$ cat config.mk
export PLATFORM = sky130hd
export DESIGN_NAME = ov5640_pwr_seq
export DESIGN_NICKNAME = d
export VERILOG_FILES = /design/src/rtl/ov5640_pwr_seq.sv
export SDC_FILE = /design/constraint.sdc
export NUM_CORES = 1
export LEC_CHECK = 0
export CAP_MARGIN = 20
export CORE_MARGIN = 1.5
export CORE_UTILIZATION = 55
export CTS_CLUSTER_DIAMETER = 100
export CTS_CLUSTER_SIZE = 40
export DETAILED_ROUTE_END_ITERATION = 8
export DONT_BUFFER_PORTS = 1
export PLACE_DENSITY = 0.7
export SYNTH_ARGS = -nofsm -noshare
export SYNTH_HDL_FRONTEND = slang
export SYNTH_SLANG_ARGS = --single-unit
$ cat constraint.sdc
create_clock -name sys_clk -period 5.7 [get_ports sys_clk]
set_input_delay 0.855 -clock sys_clk [delete_from_list [all_inputs] [get_ports sys_clk]]
set_output_delay 0.855 -clock sys_clk [all_outputs]
set_load 0.05 [all_outputs]
$ cat src/rtl/ov5640_pwr_seq.sv
// Power-up / bring-up sequencer for the OV5640 camera path: sensor PWDN/RESETB
// timing, config-engine release with timeout, and frame skipping before cam_ready.
module ov5640_pwr_seq #(
  parameter logic [27:0] T_PWDN_CYC  = 28'd300_000,
  parameter logic [27:0] T_RST_CYC   = 28'd100_000,
  parameter logic [27:0] T_BOOT_CYC  = 28'd1_100_000,
  parameter logic [27:0] CFG_TMO_CYC = 28'd100_000_000,
  parameter logic [7:0]  SKIP_FRAMES = 8'd10
) (
  input  logic       sys_clk,
  input  logic       sys_rst_n,
  input  logic       soft_restart,
  input  logic       cfg_done,
  input  logic       ov5640_vsync,
  output logic       ov5640_pwdn,
  output logic       ov5640_rst_n,
  output logic       cfg_rst_n,
  output logic       cam_ready,
  output logic       timeout_err,
  output logic [2:0] seq_state
);

  localparam int unsigned CNT_W = 28;
  localparam int unsigned FR_W  = 8;

  // Terminal counts; a zero duration still occupies one cycle.
  localparam logic [CNT_W-1:0] PWDN_LAST = (T_PWDN_CYC  == '0) ? '0 : T_PWDN_CYC  - CNT_W'(1);
  localparam logic [CNT_W-1:0] RST_LAST  = (T_RST_CYC   == '0) ? '0 : T_RST_CYC   - CNT_W'(1);
  localparam logic [CNT_W-1:0] BOOT_LAST = (T_BOOT_CYC  == '0) ? '0 : T_BOOT_CYC  - CNT_W'(1);
  localparam logic [CNT_W-1:0] TMO_LAST  = (CFG_TMO_CYC == '0) ? '0 : CFG_TMO_CYC - CNT_W'(1);

  typedef enum logic [2:0] {
    S_PWDN  = 3'd0,
    S_RST   = 3'd1,
    S_BOOT  = 3'd2,
    S_CFG   = 3'd3,
    S_SKIP  = 3'd4,
    S_READY = 3'd5,
    S_ERR   = 3'd6
  } state_e;

  state_e            state_q, state_d;
  logic [CNT_W-1:0]  cnt_q, cnt_d, cnt_inc_c;
  logic [FR_W-1:0]   fr_q, fr_d, fr_inc_c;
  logic              cfg_meta_q, cfg_sync_q;
  logic              vs_meta_q, vs_sync_q, vs_prev_q;
  logic              vs_edge_c;
  logic              pwdn_q, pwdn_d;
  logic              sens_rst_n_q, sens_rst_n_d;
  logic              cfg_rst_n_q, cfg_rst_n_d;
  logic              ready_q, ready_d;
  logic              tmo_q, tmo_d;

  // Two-flop synchronisers for the foreign-domain levels plus vsync edge history.
  always_ff @(posedge sys_clk or negedge sys_rst_n) begin
    if (!sys_rst_n) begin
      cfg_meta_q <= 1'b0;
      cfg_sync_q <= 1'b0;
      vs_meta_q  <= 1'b0;
      vs_sync_q  <= 1'b0;
      vs_prev_q  <= 1'b0;
    end else begin
      cfg_meta_q <= cfg_done;
      cfg_sync_q <= cfg_meta_q;
      vs_meta_q  <= ov5640_vsync;
      vs_sync_q  <= vs_meta_q;
      vs_prev_q  <= vs_sync_q;
    end
  end

  assign vs_edge_c = vs_sync_q & ~vs_prev_q;

  // State, counters and registered pin outputs.
  always_ff @(posedge sys_clk or negedge sys_rst_n) begin
    if (!sys_rst_n) begin
      state_q      <= S_PWDN;
      cnt_q        <= '0;
      fr_q         <= '0;
      pwdn_q       <= 1'b1;
      sens_rst_n_q <= 1'b0;
      cfg_rst_n_q  <= 1'b0;
      ready_q      <= 1'b0;
      tmo_q        <= 1'b0;
    end else begin
      state_q      <= state_d;
      cnt_q        <= cnt_d;
      fr_q         <= fr_d;
      pwdn_q       <= pwdn_d;
      sens_rst_n_q <= sens_rst_n_d;
      cfg_rst_n_q  <= cfg_rst_n_d;
      ready_q      <= ready_d;
      tmo_q        <= tmo_d;
    end
  end

  // Next-state, counter and output decode; outputs follow the next state so pins track seq_state.
  always_comb begin
    state_d      = state_q;
    cnt_d        = cnt_q;
    fr_d         = fr_q;
    pwdn_d       = 1'b1;
    sens_rst_n_d = 1'b0;
    cfg_rst_n_d  = 1'b0;
    ready_d      = 1'b0;
    tmo_d        = tmo_q;
    // Saturating so that cnt_q==0 marks only the first cycle of a state.
    cnt_inc_c    = (cnt_q == '1) ? cnt_q : cnt_q + CNT_W'(1);
    fr_inc_c     = fr_q + FR_W'(1);

    case (state_q)
      S_PWDN: if (cnt_q == PWDN_LAST) state_d = S_RST;
      S_RST:  if (cnt_q == RST_LAST)  state_d = S_BOOT;
      S_BOOT: if (cnt_q == BOOT_LAST) state_d = S_CFG;
      S_CFG: begin
        if (cfg_sync_q)                state_d = S_SKIP;
        else if (cnt_q == TMO_LAST)    state_d = S_ERR;
      end
      S_SKIP: begin
        if (SKIP_FRAMES == '0) begin
          state_d = S_READY;
        end else if (vs_edge_c && (cnt_q != '0)) begin
          fr_d = fr_inc_c;
          if (fr_inc_c == SKIP_FRAMES) state_d = S_READY;
        end
      end
      S_READY: state_d = S_READY;
      S_ERR:   state_d = S_ERR;
      default: state_d = S_PWDN;
    endcase

    if (soft_restart) begin
      state_d = S_PWDN;
    end

    // Counter restarts on every state entry; terminal states leave it frozen.
    if (soft_restart || (state_d != state_q)) begin
      cnt_d = '0;
    end else if ((state_q != S_READY) && (state_q != S_ERR)) begin
      cnt_d = cnt_inc_c;
    end

    if (soft_restart || ((state_d == S_SKIP) && (state_q != S_SKIP))) begin
      fr_d = '0;
    end

    if (soft_restart) begin
      tmo_d = 1'b0;
    end else if (state_d == S_ERR) begin
      tmo_d = 1'b1;
    end

    case (state_d)
      S_RST: begin
        pwdn_d = 1'b0;
      end
      S_BOOT: begin
        pwdn_d       = 1'b0;
        sens_rst_n_d = 1'b1;
      end
      S_CFG, S_SKIP: begin
        pwdn_d       = 1'b0;
        sens_rst_n_d = 1'b1;
        cfg_rst_n_d  = 1'b1;
      end
      S_READY: begin
        pwdn_d       = 1'b0;
        sens_rst_n_d = 1'b1;
        cfg_rst_n_d  = 1'b1;
        ready_d      = 1'b1;
      end
      default: begin
        pwdn_d = 1'b1;
      end
    endcase
  end

  assign ov5640_pwdn  = pwdn_q;
  assign ov5640_rst_n = sens_rst_n_q;
  assign cfg_rst_n    = cfg_rst_n_q;
  assign cam_ready    = ready_q;
  assign timeout_err  = tmo_q;
  assign seq_state    = state_q;

endmodule

==> flow_summary.yaml, run 1 <==
critical_path:
  cp_data_arrival_time_ns: 3.23
  r2r_slack_ns: 2.62
  cp.required_ns: 5.86
  cp_max_fo: 28
  crit_start: "seq_state[2]$_DFF_PN0_"
  r2r_end: "cnt_q[10]$_DFFE_PN0P_"
  reg2reg_from: "seq_state[2]$_DFF_PN0_"
  start_kind: "flop"
  slowest_stage: "dfrtp_1"
  slowest_delay_ns: 0.82
  setup.worst_path.end_class: "flop"
  crit_chain: "or3b_2 -> nor3b_1 -> o31ai_4 -> a2111oi_2 -> o21ba_1 -> buf_4 -> nor3_2"
  reg2regPathDepth: 7
  critical_path_class: "reg2reg"
power:
  p_leak_nw: 1.21
  finalPower_mw: 0.580
  seqPwrFrac_pct: 61.0
  switching_power_mw: 0.126
  swShare_pct: 21.7
  pwr_density_cell_nw_per_um2: 186
  pwr-share-comb_pct: 2.5
  clkPwrFrac_pct: 36.5
  vdd_drop_max_uv: 114
  p_int_mw: 0.454
placed_design:
  numPortBuffers: 0
  place_congestion: 0.856
  hpwlAfterDp_mm: 4.19
  place_area_um2: 3020
drt:
  drt_iter0_drc: 139
  wirelength_mm: 5.97
  first_pass_iters: 4
  wl_per_cell_um: 16.0
  ant_nets: 0
  vias: 2258
  drt-vias-per-instance: 6.04
  post-route-drc-count: 0
cts:
  cts.sinks: 49
  cts_hold_buf: 0
  cts_resized: 0
  ctsRootBufferMaster: "clkbuf_8"
  post_cts_buffers: 0
  cts_inserted_buffers: 5
  cts_max_level: 2
  insertion_delay_ns: 0.30
  cts_tree: "done"
  path_clk_slew_ns: 0.09
  cts_max_path_buffers: 2
global_routing:
  grtUsageTotal_pct: 22.6
  grt.overflow.total: 0
  grt_pass1_wl_mm: 10.6
  grt_pass1_vias: 2231
  antenna_found_initial: 0
  grt_start_max_net_pins: 50
yosys:
  synth_compound_area_share_pct: 9.50
  synthXorXnorAreaFrac_pct: 10.5
  synth.net_count: 313
  synth_cell_types: 53
  ys.flop_type: "dfrtp_1"
  synth_cells: 304
  yosys.area_share.adder_pct: 1.67
  ys_ff_latch: 49
  synthArstFlopShare_pct: 100
  synth_edf_count: 0
  synthSimpleGateAreaFrac_pct: 32.7
  synthesis.area_um2: 2990
  synth_top_family_by_area: "simple AND/OR/NAND/NOR gates"
  synthMuxAreaShare_pct: 0
  ys_warn_count: 0
  synth_area_per_cell_um2: 9.83
  synth_seq_area_share_pct: 41.1
sta:
  finClkSkew_ns: 0.0107
  relSlewSlack_pct: 51.5
  fin_crit_sh_pct: 54.0
  tightest_slew_ns: 0.728
  rsz0062_at_grt: "false"
  fmax_ghz: 0.325
  setup_viol_count_final: 0
  fin_setup_tns_ns: 0
  hold_viol: 0
  slew_viol_final: 0
  min_period_ns: 3.08
die:
  die_w_um: 76.7
  start_util_pct: 57.8
  rows: 26
  ioPinCount: 13
  core_area_um2: 5170
  dieArea_um2: 5890
  die_y_um: 76.7
finish:
  fin_area_um2: 3120
  fillers: 448
  area_growth_pct: 4.23
  final_nets: 312
  largest_register_ffs: 28
  layout-drive-gt1-share_pct: 16.1
  regMostFlops: "cnt_q"
  diodes: 0
  final_common_cell: "dfrtp_1"
  mostFrequentLayoutCells: "48 x dfrtp_1, 23 x nand2_1, 22 x nand3_1, 22 x nor2_1, 20 x nor3_2"
flow_run:
  maxCapViolCount: 0
status:
  status: "finished clean"
worst_hold_path:
  hold_path.class: "in2async"
[power by group through the flow]
stage	sequential (mW)	clock, mW	combinational, mW
final	0.354	0.212	0.0144
after global routing	0.355	0.230	0.0168
after CTS	0.354	0.218	0.0147
after detailed placement	0.361	0	0.0147
after global placement	0.361	0	0.0143
after floorplan	0.360	0	0.0141
[routing by layer]
metal,up-vias,global-route usage [%],routed length [um]
met1,1117,30.8,2840
met2,34,36.5,2890
met5,-,0,0
li1,1098,-,-
met3,9,3.10,142
met4,0,9.26,102
[cell type report]
| class | instances | area, um2 | share of cell area [%] |
|---|---|---|---|
| clock inverters | 1 | 7.51 | 0.241 |
| repair buffers | 5 | 37.5 | 1.20 |
| well taps | 70 | 87.6 | 2.81 |
| inverters | 11 | 41.3 | 1.33 |
| clock buffers | 7 | 86.3 | 2.77 |
| multi-input cells | 231 | 1630 | 52.2 |
| flip-flops and latches | 49 | 1230 | 39.4 |
[how the worst max path moves through the flow]
stage,cells after the start,end,slack [ns]
CTS,7,cnt_q[27]$_DFFE_PN0P_,2.60
finish,7,cnt_q[10]$_DFFE_PN0P_,2.62
global placement,7,cnt_q[27]$_DFFE_PN0P_,2.62
global route,6,cnt_q[2]$_DFFE_PN0P_,2.43
floorplan,9,cnt_q[10]$_DFFE_PN0P_,2.92
detailed placement,7,cnt_q[27]$_DFFE_PN0P_,2.61
[per-stage QoR]
stage | cells | utilization, % | hold slack, ns | setup WS [ns]
after global placement | 366 | 58.4 | 0.332 | 2.62
after floorplan | 304 | - | 0.331 | 2.92
after global routing | 374 | 60.2 | 0.224 | 2.43
final | 374 | 60.2 | 0.237 | 2.62
after CTS | 374 | 60.2 | 0.232 | 2.60
after detailed placement | 366 | 58.4 | 0.339 | 2.61
[Yosys cell counts, drive strengths merged, types with 3 or more instances]
cell,count,share of area [%]
dfrtp,48,40
nor3,39,9.9
nand2,23,2.9
nand3,22,3.7
nor2,22,2.8
xor2,19,5.6
xnor2,17,5.0
inv,11,1.4
nand4,11,2.3
a211oi,10,3.9
and3,9,1.9
buf,9,2.6
nor4,9,2.1
and4,5,1.5
a21oi,4,0.80
and2,4,0.84
clkbuf,4,0.50
ha,4,1.7
nor3b,3,0.75
o21ai,3,0.50
[logic make-up (layout without fill, tap and decap cells)]
logic type / Yosys count / count (layout)
AND/OR/NAND/NOR: 161 / 161
flip-flops: 49 / 49
XOR/XNOR: 36 / 36
AO/OA/AOI/OAI: 30 / 30
buffers and inverters: 24 / 24
adder cells (fa/ha/maj): 4 / 4
[worst max-delay path: cells and delay by family (launching register included)]
kind	cells	cell delay (ns)
compound gates	3	0.77
buf+inv	1	0.38
flops	1	0.82
simple gates	3	0.95
Note: power is estimated with default switching activity, not from simulation.
==> inputs of run 2 (changes only) <==
--- a/config.mk
+++ b/config.mk
@@ -12,7 +12,7 @@
 export CTS_CLUSTER_SIZE = 40
 export DETAILED_ROUTE_END_ITERATION = 8
 export DONT_BUFFER_PORTS = 1
-export PLACE_DENSITY = 0.7
+export PLACE_DENSITY = 0.73
 export SYNTH_ARGS = -nofsm -noshare
 export SYNTH_HDL_FRONTEND = slang
 export SYNTH_SLANG_ARGS = --single-unit
==> constraint.sdc (replaced) <==
create_clock -name sys_clk -period 2.6 [get_ports sys_clk]
set_input_delay 0.39 -clock sys_clk [delete_from_list [all_inputs] [get_ports sys_clk]]
set_output_delay 0.39 -clock sys_clk [all_outputs]
set_load 0.05 [all_outputs]
==> run 2 against run 1 <==
Compared with the run above: final area increased by 6.5%; cell count increased by 4.5%; worst hold slack got worse by 0.13 ns; via count increased by 3.2%; sequential cell count unchanged; non-clock buffer count increased by 17; die area unchanged; fmax increased by 21%; power increased by 120%; largest cell class unchanged; highest routed layer unchanged.
==> flow_summary.yaml, run 2 (same netlist as run 1, synthesis figures left out) <==
status:
  status: "finished clean"
sta:
  hold_viol: 0
  relSlewSlack_pct: 59.4
  fin_hold_ws_ns: 0.108
  slew_viol_final: 0
  fin_crit_sh_pct: 97.6
  min_period_ns: 2.54
  finClkSkew_ns: 0.00957
  fmax_ghz: 0.394
  fin_setup_tns_ns: 0
  setup_viol_count_final: 0
  tightest_slew_ns: 0.603
  rsz0062_at_grt: "true"
finish:
  final_common_cell: "dfrtp_1"
  instances_no_fill: 391
  area_growth_pct: 11.0
  diodes: 0
  final-seq-area_um2: 1230
  final_nets: 329
  mostFrequentLayoutCells: "47 x dfrtp_1, 23 x nand2_1, 23 x nor3_2"
  regMostFlops: "cnt_q"
  fillers: 422
  layout-drive-gt1-share_pct: 21.8
  largest_register_ffs: 28
  multi_input_area_um2: 1660
  fin_util_pct: 64.1
drt:
  wirelength_mm: 6.43
  drt_iter0_drc: 151
  ant_nets: 0
  vias: 2330
  top_layer: "met4"
  drt-vias-per-instance: 5.96
  wl_per_cell_um: 16.4
  dr_wl_met2_mm: 3.10
  wl_met1_mm: 2.93
  post-route-drc-count: 0
  first_pass_iters: 4
  route.met3.wl_um: 270
cts:
  insertion_delay_ns: 0.30
  cts_max_level: 2
  post_cts_buffers: 0
  ctsRootBufferMaster: "clkbuf_8"
  cts_max_path_buffers: 2
  cts.sinks: 49
  cts_inserted_buffers: 5
  cts_tree: "done"
  path_clk_slew_ns: 0.09
die:
  rows: 26
  die_w_um: 76.7
  ioPinCount: 13
  core_area_um2: 5170
  start_util_pct: 57.8
  die_y_um: 76.7
  dieArea_um2: 5890
placed_design:
  placed_cells_incl_taps: 380
  numPortBuffers: 0
  hpwlAfterDp_mm: 4.42
  place_congestion: 0.893
flow_run:
  maxCapViolCount: 0
critical_path:
  start_kind: "flop"
  critical_path_class: "reg2reg"
  cp_data_arrival_time_ns: 2.76
  setup.worst_path.end_class: "flop"
  r2r_slack_ns: 0.06
  reg2regPathDepth: 6
  reg2reg_from: "cnt_q[25]$_DFFE_PN0P_"
  cp_max_fo: 8
  cp.required_ns: 2.82
  r2r_end: "fr_q[6]$_DFFE_PN0P_"
power:
  finalPower_mw: 1.27
  p_leak_nw: 1.31
  vdd_drop_max_uv: 298
  pwr_density_cell_nw_per_um2: 383
global_routing:
  grtUsageTotal_pct: 24.2
  antenna_found_initial: 0
  grt_pass1_wl_mm: 11.4
  grt_pass1_vias: 2340
  grt_start_max_net_pins: 50
  grt.overflow.total: 0
worst_hold_path:
  whs_path_depth: 0
  hold_path.class: "in2reg"
  min_from: "cfg_done"
  hold_end: "cfg_meta_q$_DFF_PN0_"
run 2: cell types whose count changed in the layout (fill, tap and decap cells not counted), moves of 2 or more:
cell / change
buf_4: +12
nor3_2: +3
buf_12: +2
nor3_1: -3
run 2: routing by layer:
metal / vias up / GRT usage (%)
li1: 1128 / -
met1: 1131 / 32.9
met2: 61 / 38.8
met3: 10 / 4.05
met4: 0 / 9.07
met5: - / 0
run 2: worst max-delay path: stages (launching register included):
cell,delay [ns]
dfrtp_1,0.38
or4_1,0.56
or4_4,0.55
nor4_2,0.35
a21oi_2,0.12
and4_4,0.26
a211oi_2,0.24
run 2: final cells by class:
class	instances	area share, %
inverter	11	1.24
clock buffer	6	2.19
clock inverter	2	0.453
multi-input combinational	231	50.1
sequential	49	37.0
timing repair buffer	22	6.34
tap	70	2.64
run 2: power by group:
part           internal, mW  leakage [nW]  switching (mW)  total [mW]
clock                 0.190        0.0374           0.249       0.439
sequential            0.769         0.666         0.00645       0.776
combinational        0.0185         0.606          0.0377      0.0563
run 2: repair_timing:
item	in CTS	in global routing
endpoints found under the setup margin	0	39
hold buffers	2	0
resized for setup	0	8
endpoints found under the hold margin	49	0
run 2: worst max path at each step:
stage / startpoint / endpoint / cells after the start
2_1_floorplan: seq_state[2]$_DFF_PN0_ / cnt_q[10]$_DFFE_PN0P_ / 9
3_3_place_gp: cnt_q[25]$_DFFE_PN0P_ / cnt_q[1]$_DFFE_PN0P_ / 7
3_5_place_dp: cnt_q[25]$_DFFE_PN0P_ / fr_q[6]$_DFFE_PN0P_ / 6
4_1_cts: cnt_q[25]$_DFFE_PN0P_ / fr_q[6]$_DFFE_PN0P_ / 6
5_1_grt: cnt_q[25]$_DFFE_PN0P_ / cnt_q[6]$_DFFE_PN0P_ / 7
6_report: cnt_q[25]$_DFFE_PN0P_ / fr_q[6]$_DFFE_PN0P_ / 6
run 2: stage by stage:
stage                     cell area (um2)  worst slack, ns
final                                3320           0.0628
after global routing                 3320         -0.00156
after CTS                            3280           0.0689
after detailed placement             3160           0.0855
after global placement               3160            0.156
after floorplan                      3000           0.0723
